**config.mk**
```make
export PLATFORM = sky130hd
export DESIGN_NAME = multicycle_div_flat
export DESIGN_NICKNAME = d
export VERILOG_FILES = /design/src/rtl/multicycle_div_if.sv /design/src/rtl/multicycle_div.sv /design/src/flat_wrapper.sv
export SDC_FILE = /design/constraint.sdc
export NUM_CORES = 1
export LEC_CHECK = 0
export BUFFER_PORTS_ARGS = -buffer_cell sky130_fd_sc_hd__buf_2
export CORE_ASPECT_RATIO = 1.2
export CORE_UTILIZATION = 38
export DETAILED_ROUTE_END_ITERATION = 8
export GPL_TIMING_DRIVEN = 0
export SLEW_MARGIN = 20
export SYNTH_ARGS = -nofsm -noshare
export SYNTH_HDL_FRONTEND = slang
export SYNTH_SLANG_ARGS = --single-unit
export TNS_END_PERCENT = 1
```
**constraint.sdc**
```tcl
create_clock -name clock -period 3.5 [get_ports clock]
set_input_delay 0.175 -clock clock [delete_from_list [all_inputs] [get_ports clock]]
set_output_delay 0.175 -clock clock [all_outputs]
set_load 0.005 [all_outputs]
```
**src/rtl/multicycle_div_if.sv**
```systemverilog
// multicycle_div_if: operand/strobe/result bundle for the 32-bit multicycle divider.
//   master: drives data_operandA, data_operandB, ctrl_DIV; receives the results
//   slave : the divider; receives operands/strobe, drives data_result,
//           data_exception, data_resultRDY
interface multicycle_div_if;
  logic [31:0] data_operandA;
  logic [31:0] data_operandB;
  logic        ctrl_DIV;
  logic [31:0] data_result;
  logic        data_exception;
  logic        data_resultRDY;

  modport master (
    output data_operandA, data_operandB, ctrl_DIV,
    input  data_result, data_exception, data_resultRDY
  );

  modport slave (
    input  data_operandA, data_operandB, ctrl_DIV,
    output data_result, data_exception, data_resultRDY
  );
endinterface

```
**src/rtl/multicycle_div.sv**
```systemverilog
// multicycle_div: signed 32-bit restoring divider, one quotient bit per cycle.
//   clock : rising-edge clock
//   reset : synchronous active-high reset
//   bus   : multicycle_div_if.slave
//     data_operandA/B : dividend/divisor, latched only on a ctrl_DIV edge
//     ctrl_DIV        : start strobe; restarts from any state
//     data_result     : signed quotient (truncated toward zero), held
//     data_exception  : divide-by-zero flag, valid with data_resultRDY
//     data_resultRDY  : one-cycle completion pulse, 33 cycles after start
module multicycle_div (
  input logic              clock,
  input logic              reset,
  multicycle_div_if.slave  bus
);

  typedef enum logic [1:0] {IDLE, BUSY, DONE} state_t;

  state_t      state;
  logic [32:0] rem;     // partial remainder
  logic [31:0] quo;     // holds |A| at start; quotient bits shift in from the LSB
  logic [31:0] dvs;     // |B|
  logic        neg;     // quotient sign
  logic        dz;      // latched divisor was zero
  logic [5:0]  cnt;     // iterations done, 0..32

  logic [32:0] shifted;
  logic        ge;
  logic [32:0] rem_nxt;
  logic [31:0] q_fin;

  function automatic logic [31:0] mag(input logic [31:0] v);
    // 0x80000000 maps onto itself, which is the correct unsigned magnitude
    return v[31] ? (~v + 32'd1) : v;
  endfunction

  // One restoring step: bring down the next dividend bit and try a subtract.
  // rem < dvs <= 2^31 always holds, so the shifted value fits in 33 bits.
  always_comb begin
    shifted = {rem[31:0], quo[31]};
    ge      = (shifted >= {1'b0, dvs});
    rem_nxt = ge ? (shifted - {1'b0, dvs}) : shifted;
    q_fin   = dz ? 32'd0 : (neg ? (~quo + 32'd1) : quo);
  end

  always_ff @(posedge clock) begin
    if (reset) begin
      state              <= IDLE;
      rem                <= '0;
      quo                <= '0;
      dvs                <= '0;
      neg                <= 1'b0;
      dz                 <= 1'b0;
      cnt                <= '0;
      bus.data_result    <= '0;
      bus.data_exception <= 1'b0;
      bus.data_resultRDY <= 1'b0;
    end else if (bus.ctrl_DIV) begin
      // start wins in every state; an in-flight op is dropped without a pulse
      state              <= BUSY;
      rem                <= '0;
      quo                <= mag(bus.data_operandA);
      dvs                <= mag(bus.data_operandB);
      neg                <= bus.data_operandA[31] ^ bus.data_operandB[31];
      dz                 <= (bus.data_operandB == 32'd0);
      cnt                <= '0;
      bus.data_resultRDY <= 1'b0;
    end else begin
      case (state)
        BUSY: begin
          if (cnt == 6'd32) begin
            bus.data_result    <= q_fin;
            bus.data_exception <= dz;
            bus.data_resultRDY <= 1'b1;
            state              <= DONE;
          end else begin
            rem <= rem_nxt;
            quo <= {quo[30:0], ge};
            cnt <= cnt + 6'd1;
          end
        end
        DONE: begin
          bus.data_resultRDY <= 1'b0;
          state              <= IDLE;
        end
        default: begin
          bus.data_resultRDY <= 1'b0;
          state              <= IDLE;
        end
      endcase
    end
  end

endmodule

```
**src/flat_wrapper.sv**
```systemverilog
// flat-port wrapper written by rule: the top's interface ports become plain ports
module multicycle_div_flat 
  (clock, reset, bus_data_operandA, bus_data_operandB, bus_ctrl_DIV, bus_data_result, bus_data_exception, bus_data_resultRDY);
  multicycle_div_if bus_i ();
  input logic clock;
  input logic reset;
  input wire logic [$bits(bus_i.data_operandA)-1:0] bus_data_operandA;
  input wire logic [$bits(bus_i.data_operandB)-1:0] bus_data_operandB;
  input wire logic [$bits(bus_i.ctrl_DIV)-1:0] bus_ctrl_DIV;
  output wire logic [$bits(bus_i.data_result)-1:0] bus_data_result;
  output wire logic [$bits(bus_i.data_exception)-1:0] bus_data_exception;
  output wire logic [$bits(bus_i.data_resultRDY)-1:0] bus_data_resultRDY;
  assign bus_i.data_operandA = bus_data_operandA;
  assign bus_i.data_operandB = bus_data_operandB;
  assign bus_i.ctrl_DIV = bus_ctrl_DIV;
  assign bus_data_result = bus_i.data_result;
  assign bus_data_exception = bus_i.data_exception;
  assign bus_data_resultRDY = bus_i.data_resultRDY;
  multicycle_div u_core (.clock(clock), .reset(reset), .bus(bus_i));
endmodule
```
== Word level (Yosys, flattened, before mapping) ==
Cells that the tools add are included.

* Logic and storage cells: 45
* Bits of input ports: 67
* Flip-flop bits (word level): 139

* Equality and inequality tests: 4
* $lt $le $gt $ge: 1
* Reductions and logical operators: 7
* $add $sub $neg: 5
* Multiplexer cells: 11
* Bitwise gates (word level): 7

{| class="wikitable"
|+ Operators by type and width
! cell !! number
|-
| $mux W32 || 8
|-
| $add A32 B1 Y32 const B || 3
|-
| $not A32 Y32 || 3
|-
| $ge A33 B32 Y1 || 1
|-
| $logic_not A32 Y1 || 1
|-
| $sub A32 B32 Y32 || 1
|-
| $add A6 B1 Y6 const B || 1
|-
| $eq A6 B6 Y1 const B || 1
|-
| $reduce_and A2 Y1 || 2
|-
| $mux W1 || 3
|-
| $ne A3 B2 Y1 const B || 1
|-
| $not A1 Y1 || 3
|-
| $reduce_and A3 Y1 || 1
|-
| $reduce_or A3 Y1 || 1
|-
| $eq A2 B1 Y1 const B || 1
|-
| $ne A2 B2 Y1 const B || 1
|-
| $reduce_bool A2 Y1 || 1
|-
| $reduce_or A2 Y1 || 1
|-
| $xor A1 B1 Y1 || 1
|}

== Depth between registers and ports, before layout ==
Gate-level depths: netlist (run 1).

* Depth after elaboration: 4
* Depth in mapped cells: 12
* Mapped depth without buffers: 12

== Least setup slack after synthesis (run 1) ==
OpenSTA, ideal clock, no wires.

* Kind: register to register
* Start: register u_core.dvs[12]
* End: register u_core.rem[11]
* Slack: 0.590 ns
* Stages on the path, launching flop included: 13
* Library setup time: 0.091 ns
* Period minus slack after synthesis: 2.910 ns
* Arrival: 2.819 ns
* Path buffers: 2
* Cell sequence: dfxtp_1 -> inv_1 -> ha_1 -> clkbuf_1 -> nand2_1 -> o21ai_0 -> a221oi_1 -> or3_1 -> a211o_1 -> nand2_1 -> buf_2 -> nand2_1 -> a311oi_1

* Longest elaborated chain between the ends: 2

{| class="wikitable"
|+ RTL lines
! element !! line !! source
|-
| from (decl) || multicycle_div.sv:21 || <nowiki>logic [31:0] dvs;</nowiki>
|-
| from (signal assigned) || multicycle_div.sv:62 || <nowiki>dvs <= mag(bus.data_operandB);</nowiki>
|-
| $ge A33 B32 Y1 || multicycle_div.sv:40 || <nowiki>ge = (shifted >= {1'b0, dvs});</nowiki>
|-
| $mux W32 || multicycle_div.sv:41 || <nowiki>rem_nxt = ge ? (shifted - {1'b0, dvs}) : shifted;</nowiki>
|-
| to (signal assigned) || multicycle_div.sv:76 || <nowiki>rem <= rem_nxt;</nowiki>
|-
| to (decl) || multicycle_div.sv:19 || <nowiki>logic [32:0] rem;</nowiki>
|}

No other way between the ends.
A chain may end at the register's enable or synchronous reset.

== Worst setup path in the final report (run 1) ==
* Start: register u_core.quo[31]
* End: register u_core.rem[30]

* Longest elaborated chain between the ends: 2
* Elaborated cells on any way between the ends: 3

{| class="wikitable"
|+ RTL lines
! element !! line !! source
|-
| from (decl) || multicycle_div.sv:20 || <nowiki>logic [31:0] quo;</nowiki>
|-
| from (signal assigned) || multicycle_div.sv:61 || <nowiki>quo <= mag(bus.data_operandA);</nowiki>
|-
| from (signal assigned) || multicycle_div.sv:77 || <nowiki>quo <= {quo[30:0], ge};</nowiki>
|-
| $sub A32 B32 Y32 or $ge A33 B32 Y1 (tied branches) || multicycle_div.sv:41, multicycle_div.sv:40 ||
|-
| $mux W32 * || multicycle_div.sv:41 ||
|}

Every way passes the cells marked *; elsewhere a longest branch is shown, timed or not.

==> impl_results.md, run 1 <==
- Setup violations, final: 0
- Core Area: approximately 23000 um2
- Sw Ratio: a little over a third
- Routed vias/inst: about 5.6
- Synth area leader: dfxtp_1
- #FFs+latches synth: around 140
- Max Clock Skew: approximately 10 ps
- Worst setup path start: u_core.quo[31]$_SDFFE_PP0P_
- Row count: just over 60
- # Max-Cap Violations: 0
- Critical path depth: 12
- Worst r2r src: u_core.quo[31]$_SDFFE_PP0P_
- Crit Path Class: flop to flop
- Worst IR drop on VDD: 403.0 uV
- Worst Path Buf+Inv: 2
- Placer congestion estimate: around 1
- Clk slew on worst S/H paths: 70 ps
- Crit path cell chain: inv_1, ha_1, inv_1, fa_1, a211oi_1, o21ai_1, o21ai_2, a21oi_1, a21o_1, a311o_1, mux2i_1, o2111a_1
- Crit path max-delay cell type: fa_1
- Num CTS Buffers: 17
- Final min period: 3288 ps
- Hold Path Origin: bus_data_operandB[30]
- Final ANT Viol Nets: 0
- Layout cells sized above 1: 12.91%
- Worst R2R Setup Slack: 210 ps
- Detailed-route via count: 9084
- Psw: 1705 uW
- Clk root buf: clkbuf_16
- Die ar.: ~25000 um2
- Internal power: 3166 uW
- CP startpoint kind: flop
- Synthesized area: 9166 um2
- Number of global-route vias before repair: roughly 8.6k
- Synth cell types: between 60 and 70
- Largest family of logic cells by synthesized area: compound AO/OA/AOI/OAI gates
- GRT Residual Overflow: 0
- EDFF count, synth: 0
- CTS max path bufs: 2
- Largest cells by area after synthesis: dfxtp_1 (30%), xor2_1 (6.2%), nand2_1 (5.6%), ha_1 (5.1%), a21oi_1 (4.7%)
- Final core utilization: between 40% and 50%
- Port Buf Inserts: 100
- Post-Synth Simple-Gate Area: about a fifth
- Reg2reg end: u_core.rem[30]$_SDFFE_PP0P_
- Clock Latency Late Sink: approximately 440 ps
- P&R area growth vs syn: 16.54%
- Comb pwr share: 26.3%
- Drt first pass iters: 6
- Routed wire length: ~30000 um
- Crit-path leading delay family: compound AO/OA/AOI/OAI gates
- Adder-cell area share of the yosys netlist: between 5 and 6%
- Asr flop ratio synth: 0%
- H-tree Lvls: 4
- Num Clock Sinks: 139
- Part of the power in registers: 35.7%
- Largest net degree at the start of global routing: 17
- Syn nets: about 1.3k
- Final Hold Vio Count: 0
- Ports: around 100
- FMAX: 0.3041 GHz
- Main synth FF type: dfxtp_1
- Iteration-0 DRC Markers: 566
- Largest stage delay, worst path: 420 ps
- Top cell type's share of synthesized area: a little under a third
- Sequential-to-total area share from yosys stat: between 30% and 40%
- Starting Density: about two fifths
- Crit end category: flop
- Worst path required time: just under 4000 ps
- Fin crit share: 93.94%
- Die X: about 140 um
- First-pass GRT wire length: 46940 um
- Layout net count: 1409
- XOR/XNOR share of the synthesized area: 10.80%
- Hold/Removal Path Class: input pin to flop
- Worst setup path end: u_core.rem[30]$_SDFFE_PP0P_
- Leakage power: roughly 0.0043 uW
- Ys Warns: 0
- Power density over cell area: 456.0 nW/um2
- Worst Path Arrival: approximately 3700 ps
- Post-CTS Hold Fix Bufs: 0
- Initial antenna violation count: 0
- Setup TNS: 0 ps
- Clock power share: between 30 and 40%
- DRC viols: 0
- Status: finished clean
- Most frequent cells in the layout: dfxtp_1 (139), nand2_1 (135), nor2_1 (110), buf_2 (103), a21oi_1 (86)
- Antenna cell count: 0
- CP Max Fanout: 5
- Slew Viols, Final: 0
- CTS tree: built
- GRT Overall Usage: between 20% and 30%
- R2R depth: 12
- Worst Max-Slew Pin Slew: 1028 ps
- Die Height: about 170 um
- Slew headroom: a little under 30%
- Commonest non-fill, non-tap cell in the layout: dfxtp_1
- Most common cell on crit path: inv_1
- Post-DP HPWL: 23480 um
- Routed WL per cell: ~18 um
- Avg Inst Size Synth: about 7.7 um2
- Compound-gate portion of the synthesized area: a little over a quarter
- Post-synthesis cell count: around 1.2k
- Post-synthesis mux area share: 2.293%
[sequential cells by signal (all words and copies together) (netlist names)]
signal	cells
u_core.quo	32
u_core.bus.data_result	32
u_core.neg	1
u_core.dz	1
u_core.dvs	32
u_core.bus.data_exception	1
u_core.state	2
u_core.rem	32
u_core.cnt	6
[cell usage after synthesis (15+ instances only)]
cell type	instances
nand3_1	23
o21ai_0	79
o31ai_1	24
xnor2_1	48
a22oi_1	15
clkbuf_1	61
ha_1	37
o22ai_1	15
a21o_1	16
nor3_1	22
nand2_1	136
or3_1	15
nor2_1	111
a21oi_1	86
a211oi_1	49
xor2_1	65
dfxtp_1	139
inv_1	49
mux2i_1	21
[worst min-delay path by stage]
stage	endpoint	slack [ps]	cells after the start
4_1_cts	u_core.dz$_SDFFE_PP0P_	60	4
2_1_floorplan	u_core.dvs[0]$_SDFFE_PP0P_	320	2
6_report	u_core.dz$_SDFFE_PP0P_	60	4
3_3_place_gp	u_core.bus.data_result[20]$_SDFFE_PP0P_	430	2
3_5_place_dp	u_core.bus.data_result[22]$_SDFFE_PP0P_	440	2
5_1_grt	u_core.dvs[30]$_SDFFE_PP0P_	70	3
[logic make-up after synthesis]
logic type / after synthesis
and+or+nand+nor: 387
adders and majority gates: 38
xor gates and xnor gates: 113
buffers and inverters: 122
DFF: 139
muxes: 21
AOI/OAI and AO/OA: 368
[worst register-to-register path, cell delays in order, from the launching register on]
cell and delay, ps:
dfxtp_1 340, inv_1 160, ha_1 200, inv_1 50, fa_1 420, a211oi_1 350
o21ai_1 210, o21ai_2 270, a21oi_1 190, a21o_1 270, a311o_1 410, mux2i_1 170
o2111a_1 190
[stage by stage]
stage / hold slack (ps) / instance area (um2) / setup WS, ps / std cells / power [uW]
final: 63.62 / 10680 / 212.1 / 1632 / 4871
after global routing: 73.03 / 10680 / -2.589 / 1632 / 5089
after CTS: 61.01 / 10670 / 13.64 / 1635 / 4861
after detailed placement: 437.0 / 10060 / -475.0 / 1603 / 3012
after global placement: 430.8 / 10060 / -406.7 / 1603 / 3004
after floorplan: 322.3 / 9166 / 589.8 / 1188 / 2626
[metal layers]
metal	part of all wire, %	global-route usage (%)	routed length, um
met5	0	0	0
met4	3.6	11.19	1073
met3	4.5	2.659	1370
met2	48	43.69	14470
met1	44	30.87	13200
[what timing repair did]
item	CTS	global route
resized for setup	8	10
endpoints found under the setup margin	27	28
pin swaps	0	1
buffers inserted	0	2
cloned	0	0
[power groups by stage]
stage          Combinational, uW  Clock (uW)  Sequential, uW
2_1_floorplan                879           0            1750
3_3_place_gp                1230           0            1770
3_5_place_dp                1240           0            1770
4_1_cts                     1250        1870            1740
5_1_grt                     1410        1930            1750
6_report                    1280        1850            1740
[final cells by class]
type	instances	area, um2
fill	2468	12750
clock buffer	18	439.2
buffer	68	272.8
sequential	139	2783
tap	315	394.1
clock inverter	14	146.4
multi-input combinational	927	5948
timing repair buffer	102	515.5
inverter	49	183.9
Power figures use the tool's default switching activity.
==> run 2: changes to the inputs <==
- CORE_ASPECT_RATIO: 1.2 -> 1.4
==> run 2 against run 1 <==
Combinational power barely moved. Largest cell class unchanged. Fmax shrank 2.8%. Wire length up 1.4%. Largest power group unchanged. Via count is 1.3% higher. Cell area barely moved. Sequential power is essentially flat. Die area barely moved. Setup slack got worse by 96 ps.
==> impl_results.md, run 2 (synthesized netlist as in run 1, its figures left out) <==
- Worst IR drop on VDD: about 350 uV
- Num CTS Buffers: 17
- Clk root buf: clkbuf_16
- Final Power: 4896 uW
- Area after DPL: between 10000 and 15000 um2
- Die ar.: around 25000 um2
- Iteration-0 DRC Markers: roughly 480
- Worst r2r src: u_core.dvs[23]$_SDFFE_PP0P_
- Setup violations, final: 0
- Largest net degree at the start of global routing: 17
- Final min period: roughly 3400 ps
- Die X: between 100 and 150 um
- CP Max Fanout: 10
- Num Clock Sinks: approximately 140
- Clk slew on worst S/H paths: 60 ps
- Post-route design area: approximately 11000 um2
- Die Height: approximately 190 um
- FMAX: about 0.3 GHz
- Crit end category: flop
- Reg area: between 2000 and 3000 um2
- Most frequent cells in the layout: dfxtp_1 (139), nand2_1 (135), nor2_1 (110), buf_2 (104), a21oi_1 (86)
- Setup TNS: 0 ps
- GRT Residual Overflow: 0
- Crit Path Class: flop to flop
- Hold Path Origin: bus_data_operandB[0]
- Commonest non-fill, non-tap cell in the layout: dfxtp_1
- CTS max path bufs: 2
- Final cell count without fillers: 1623
- Post-CTS Hold Fix Bufs: 0
- Slew Viols, Final: 0
- DRC viols: 0
- Worst path required time: 3830 ps
- GRT Overall Usage: around 25%
- Starting Density: 39.08%
- Fillers: between 2k and 2.5k
- Drt first pass iters: 5
- Number of global-route vias before repair: ~9.0k
- Routed vias/inst: about 5.7
- Worst slack, placed: -362.9 ps
- CP startpoint kind: flop
- # Max-Cap Violations: 0
- Max Clock Skew: roughly 11 ps
- Routed wire length: 30530 um
- Slew headroom: 40.29%
- Worst Max-Slew Pin Slew: around 900 ps
- R2R depth: 11
- Core Area: between 20000 and 25000 um2
- Row count: 66
- First-pass GRT wire length: around 48000 um
- Initial antenna violation count: 0
- P&R area growth vs syn: 16.65%
- Worst setup margin: roughly 120 ps
- Hold Crit Depth: 3
- Layout cells sized above 1: between 10% and 20%
- Worst Path Arrival: ~3700 ps
- Fin crit share: a little over nine tenths
- Final ANT Viol Nets: 0
- Worst R2R Setup Slack: 120 ps
- CTS tree: built
- Hold/Removal Path Class: input pin to flop
- Placed cells: around 1.6k
- Port Buf Inserts: 100
- Multi-input gate area: 5951 um2
- Worst setup path end: u_core.rem[7]$_SDFFE_PP0P_
- RSZ-0062 raised after global routing: yes
- Ports: ~100
- Worst setup path start: u_core.dvs[23]$_SDFFE_PP0P_
- Final Hold Vio Count: 0
- Routed WL per cell: between 15 and 20 um
- Antenna cell count: 0
- Detailed-route via count: around 9k
- Leakage power: 0.004271 uW
- Post-DP HPWL: between 20000 and 25000 um
- Clock Latency Late Sink: between 400 and 500 ps
- Layout net count: ~1.4k
- Reg2reg end: u_core.rem[7]$_SDFFE_PP0P_
- Power density over cell area: approximately 460 nW/um2
- H-tree Lvls: 4
- Placer congestion estimate: approximately 0.92
- Status: finished clean
[run 2: cell count changes in the layout (fill, tap and decap cells not counted), sizes merged]
cell	previous run	this run
clkbuf	75	79
bufinv	1	3
clkinv	2	1
buf	113	114
clkinvlp	1	3
inv	59	51
[run 2: per-layer routing]
layer  share of wire (%)  vias up  track usage [%]
met2                  50      286            45.40
met1                  40     4318            27.21
met3                 4.5       81            4.221
met4                 5.0        0            14.86
met5                   0        -                0
li1                    -     4513                -
[run 2: cell type report]
class / instances / share of cell area, %
inverter: 49 / 1.720
clock buffer: 21 / 4.306
timing repair buffer: 102 / 4.821
buffer: 70 / 2.598
clock inverter: 9 / 1.299
sequential: 139 / 26.02
multi-input combinational: 927 / 55.65
tap: 306 / 3.581
[run 2: worst max-delay path, cell delays in order, from the launching register on]
cell and delay [ps]:
dfxtp_1 450, inv_1 90, ha_1 280, clkbuf_1 290
nand4_1 240, nor4b_1 300, o21ai_0 240, a211o_2 490
nand2_4 210, buf_2 310, nand2_1 100, a311oi_1 280
[run 2: what timing repair did]
action	in CTS	in global routing
resized for setup	6	11
setup buffers	0	2
setup endpoints to repair	26	27
pin swaps	0	2
[run 2: where the power goes]
part           total, uW  switching, uW  leakage, uW  internal (uW)
clock network       1870            712     0.000282           1160
logic               1280            805      0.00285            479
registers           1740           84.4      0.00114           1660
total               4900           1600      0.00427           3290
[run 2: worst min-delay path by stage]
stage / to / slack, ps
after global routing: u_core.dvs[0]$_SDFFE_PP0P_ / 60
after global placement: u_core.bus.data_result[21]$_SDFFE_PP0P_ / 430
after detailed placement: u_core.bus.data_result[26]$_SDFFE_PP0P_ / 440
after CTS: u_core.dvs[0]$_SDFFE_PP0P_ / 40
after floorplan: u_core.dvs[0]$_SDFFE_PP0P_ / 320
final: u_core.dvs[0]$_SDFFE_PP0P_ / 50
[run 2: per-stage QoR]
step / hold slack (ps) / utilization, %
3_3_place_gp: 434.2 / 42.85
5_1_grt: 61.80 / 45.59
4_1_cts: 40.37 / 45.48
6_report: 49.20 / 45.59
2_1_floorplan: 322.3 / -
3_5_place_dp: 438.5 / 42.85
==> run 3: changes to the inputs <==
- SKIP_LAST_GASP: not set -> 1
- clock period: 3.5 -> 3.4 ns (I/O delays scaled with it)
==> run 3 against run 2 <==
Utilization shrank 0.069 points. Global-route usage stayed put. Clock power rose by 3%. Fmax up 2.9%. Wire length barely moved. Total power rose by 3.0%. Clock skew increased by 1.5 ps. Register-to-register slack barely moved. Hold slack lost 6.1 ps. Non-clock buffer count down 4. Via count is essentially flat. Flip-flop and latch count is the same. Critical path type unchanged. Critical endpoint is now u_core.rem[30]$_SDFFE_PP0P_.
==> impl_results.md, run 3 (synthesized netlist as in run 1, its figures left out) <==
- Clock Latency Late Sink: 430 ps
- Initial antenna violation count: 0
- Num CTS Buffers: 17
- Worst Max-Slew Pin Slew: around 880 ps
- Largest net degree at the start of global routing: 17
- Detailed-route via count: 9194
- Post-route design area: roughly 11000 um2
- Status: finished clean
- Worst R2R Setup Slack: approximately 110 ps
- Worst setup margin: about 110 ps
- RSZ-0062 raised after global routing: yes
- Clk root buf: clkbuf_16
- CTS tree: built
- Worst slack, placed: -462.9 ps
- Worst setup path end: u_core.rem[30]$_SDFFE_PP0P_
- Final Power: 5042 uW
- Power density over cell area: between 400 and 500 nW/um2
- Post-DP HPWL: 23560 um
- Worst Path Arrival: between 3000 and 4000 ps
- Row count: 66
- Port Buf Inserts: 100
- Final min period: around 3300 ps
- Max Clock Skew: roughly 12 ps
- Die ar.: around 25000 um2
- Starting Density: ~39%
- Crit end category: flop
- Layout net count: roughly 1.4k
- Hold WS: about 43 ps
- Leakage power: ~0.0043 uW
- Worst path required time: approximately 3800 ps
- # Max-Cap Violations: 0
- Area after DPL: ~10000 um2
- Routed vias/inst: approximately 5.7
- CP Max Fanout: 5
- Final ANT Viol Nets: 0
- R2R depth: 12
- Worst setup path start: u_core.quo[31]$_SDFFE_PP0P_
- Hold/Removal Path Class: input pin to flop
- Crit Path Class: flop to flop
- Drt first pass iters: 5
- Slew Viols, Final: 0
- First-pass GRT wire length: around 48000 um
- DRC viols: 0
- Iteration-0 DRC Markers: ~520
- Commonest non-fill, non-tap cell in the layout: dfxtp_1
- Most frequent cells in the layout: dfxtp_1 (139), nand2_1 (135), nor2_1 (110), buf_2 (104), a21oi_1 (86)
- Num Clock Sinks: about 140
- P&R area growth vs syn: 16.48%
- GRT Overall Usage: ~25%
- Clk slew on worst S/H paths: ~60 ps
- Placer congestion estimate: ~0.9
- Layout cells sized above 1: between 10% and 20%
- Setup violations, final: 0
- CTS max path bufs: 2
- Worst IR drop on VDD: 363.7 uV
- Die Height: ~190 um
- FMAX: ~0.30 GHz
- Post-CTS Hold Fix Bufs: 0
- Reg2reg end: u_core.rem[30]$_SDFFE_PP0P_
- Worst r2r src: u_core.quo[31]$_SDFFE_PP0P_
- Routed WL per cell: ~19 um
- Number of global-route vias before repair: roughly 9.0k
- Final Hold Vio Count: 0
- Routed wire length: just over 30000 um
- Fin crit share: a little under 100%
- GRT Residual Overflow: 0
- Die X: roughly 130 um
- Slew headroom: about two fifths
- CP startpoint kind: flop
- Antenna cell count: 0
- H-tree Lvls: 4
- Core Area: ~23000 um2
- Ports: 101
run 3: cell count changes in the layout (fill, tap and decap cells not counted), sizes merged:
| cell | change |
|---|---|
| clkbuf | -4 |
run 3: critical path, stage by stage (launching register included):
cell and delay, ps:
dfxtp_1 330, inv_1 170, ha_1 210, inv_1 60
fa_1 420, a211oi_1 350, o21ai_1 210, o21ai_2 240
a21oi_1 180, a21o_1 280, a311o_1 410, mux2i_1 190
o2111a_1 200
run 3: worst min-delay path by stage:
stage	startpoint	endpoint	slack [ps]	cells past startpoint
2_1_floorplan	bus_data_operandB[0]	u_core.dvs[0]$_SDFFE_PP0P_	320	2
4_1_cts	bus_data_operandB[0]	u_core.dvs[0]$_SDFFE_PP0P_	40	3
6_report	bus_data_operandB[0]	u_core.dvs[0]$_SDFFE_PP0P_	40	3
3_5_place_dp	u_core.bus.data_result[26]$_SDFFE_PP0P_	u_core.bus.data_result[26]$_SDFFE_PP0P_	440	2
5_1_grt	bus_data_operandB[0]	u_core.dvs[0]$_SDFFE_PP0P_	60	3
3_3_place_gp	u_core.bus.data_result[21]$_SDFFE_PP0P_	u_core.bus.data_result[21]$_SDFFE_PP0P_	430	2
run 3: cell type report:
cell class                      instances  area, um2
Inverter                               49      183.9
Clock buffer                           21      460.4
Sequential cell                       139       2783
Clock inverter                          9      138.9
Buffer                                 66      261.5
Tap cell                              306      382.9
Multi-Input combinational cell        927       5951
Fill cell                            2441      12780
Timing Repair Buffer                  102      515.5
run 3: power breakdown:
part	total [uW]	switching, uW	leakage (uW)	internal, uW
Sequential	1800	86.8	0.00114	1710
Clock	1920	735	0.000282	1190
Combinational	1320	828	0.00284	494
run 3: what timing repair did:
| action | 4_1_cts | 5_1_grt |
|---|---|---|
| setup endpoints to repair | 33 | 33 |
| buffers inserted | 0 | 2 |
| resized for setup | 6 | 10 |
| pin swaps | 0 | 2 |
run 3: layer usage:
layer  part of all wire (%)  vias to the layer above  GRT usage [%]  routed length, um
met4                    5.0                        0          14.86               1540
met5                      0                        -              0                  0
met1                     41                     4338          27.21              12530
li1                       -                     4507              -                  -
met2                     50                      266          45.40              15240
met3                    4.0                       83          4.221               1211
run 3: through the flow:
stage / util (%) / TNS, ps / instances
5_1_grt: 45.52 / -262.9 / 1619
3_3_place_gp: 42.85 / -8245 / 1594
6_report: 45.52 / 0 / 1619
2_1_floorplan: - / 0 / 1188
4_1_cts: 45.48 / -1333 / 1624
3_5_place_dp: 42.85 / -9122 / 1594
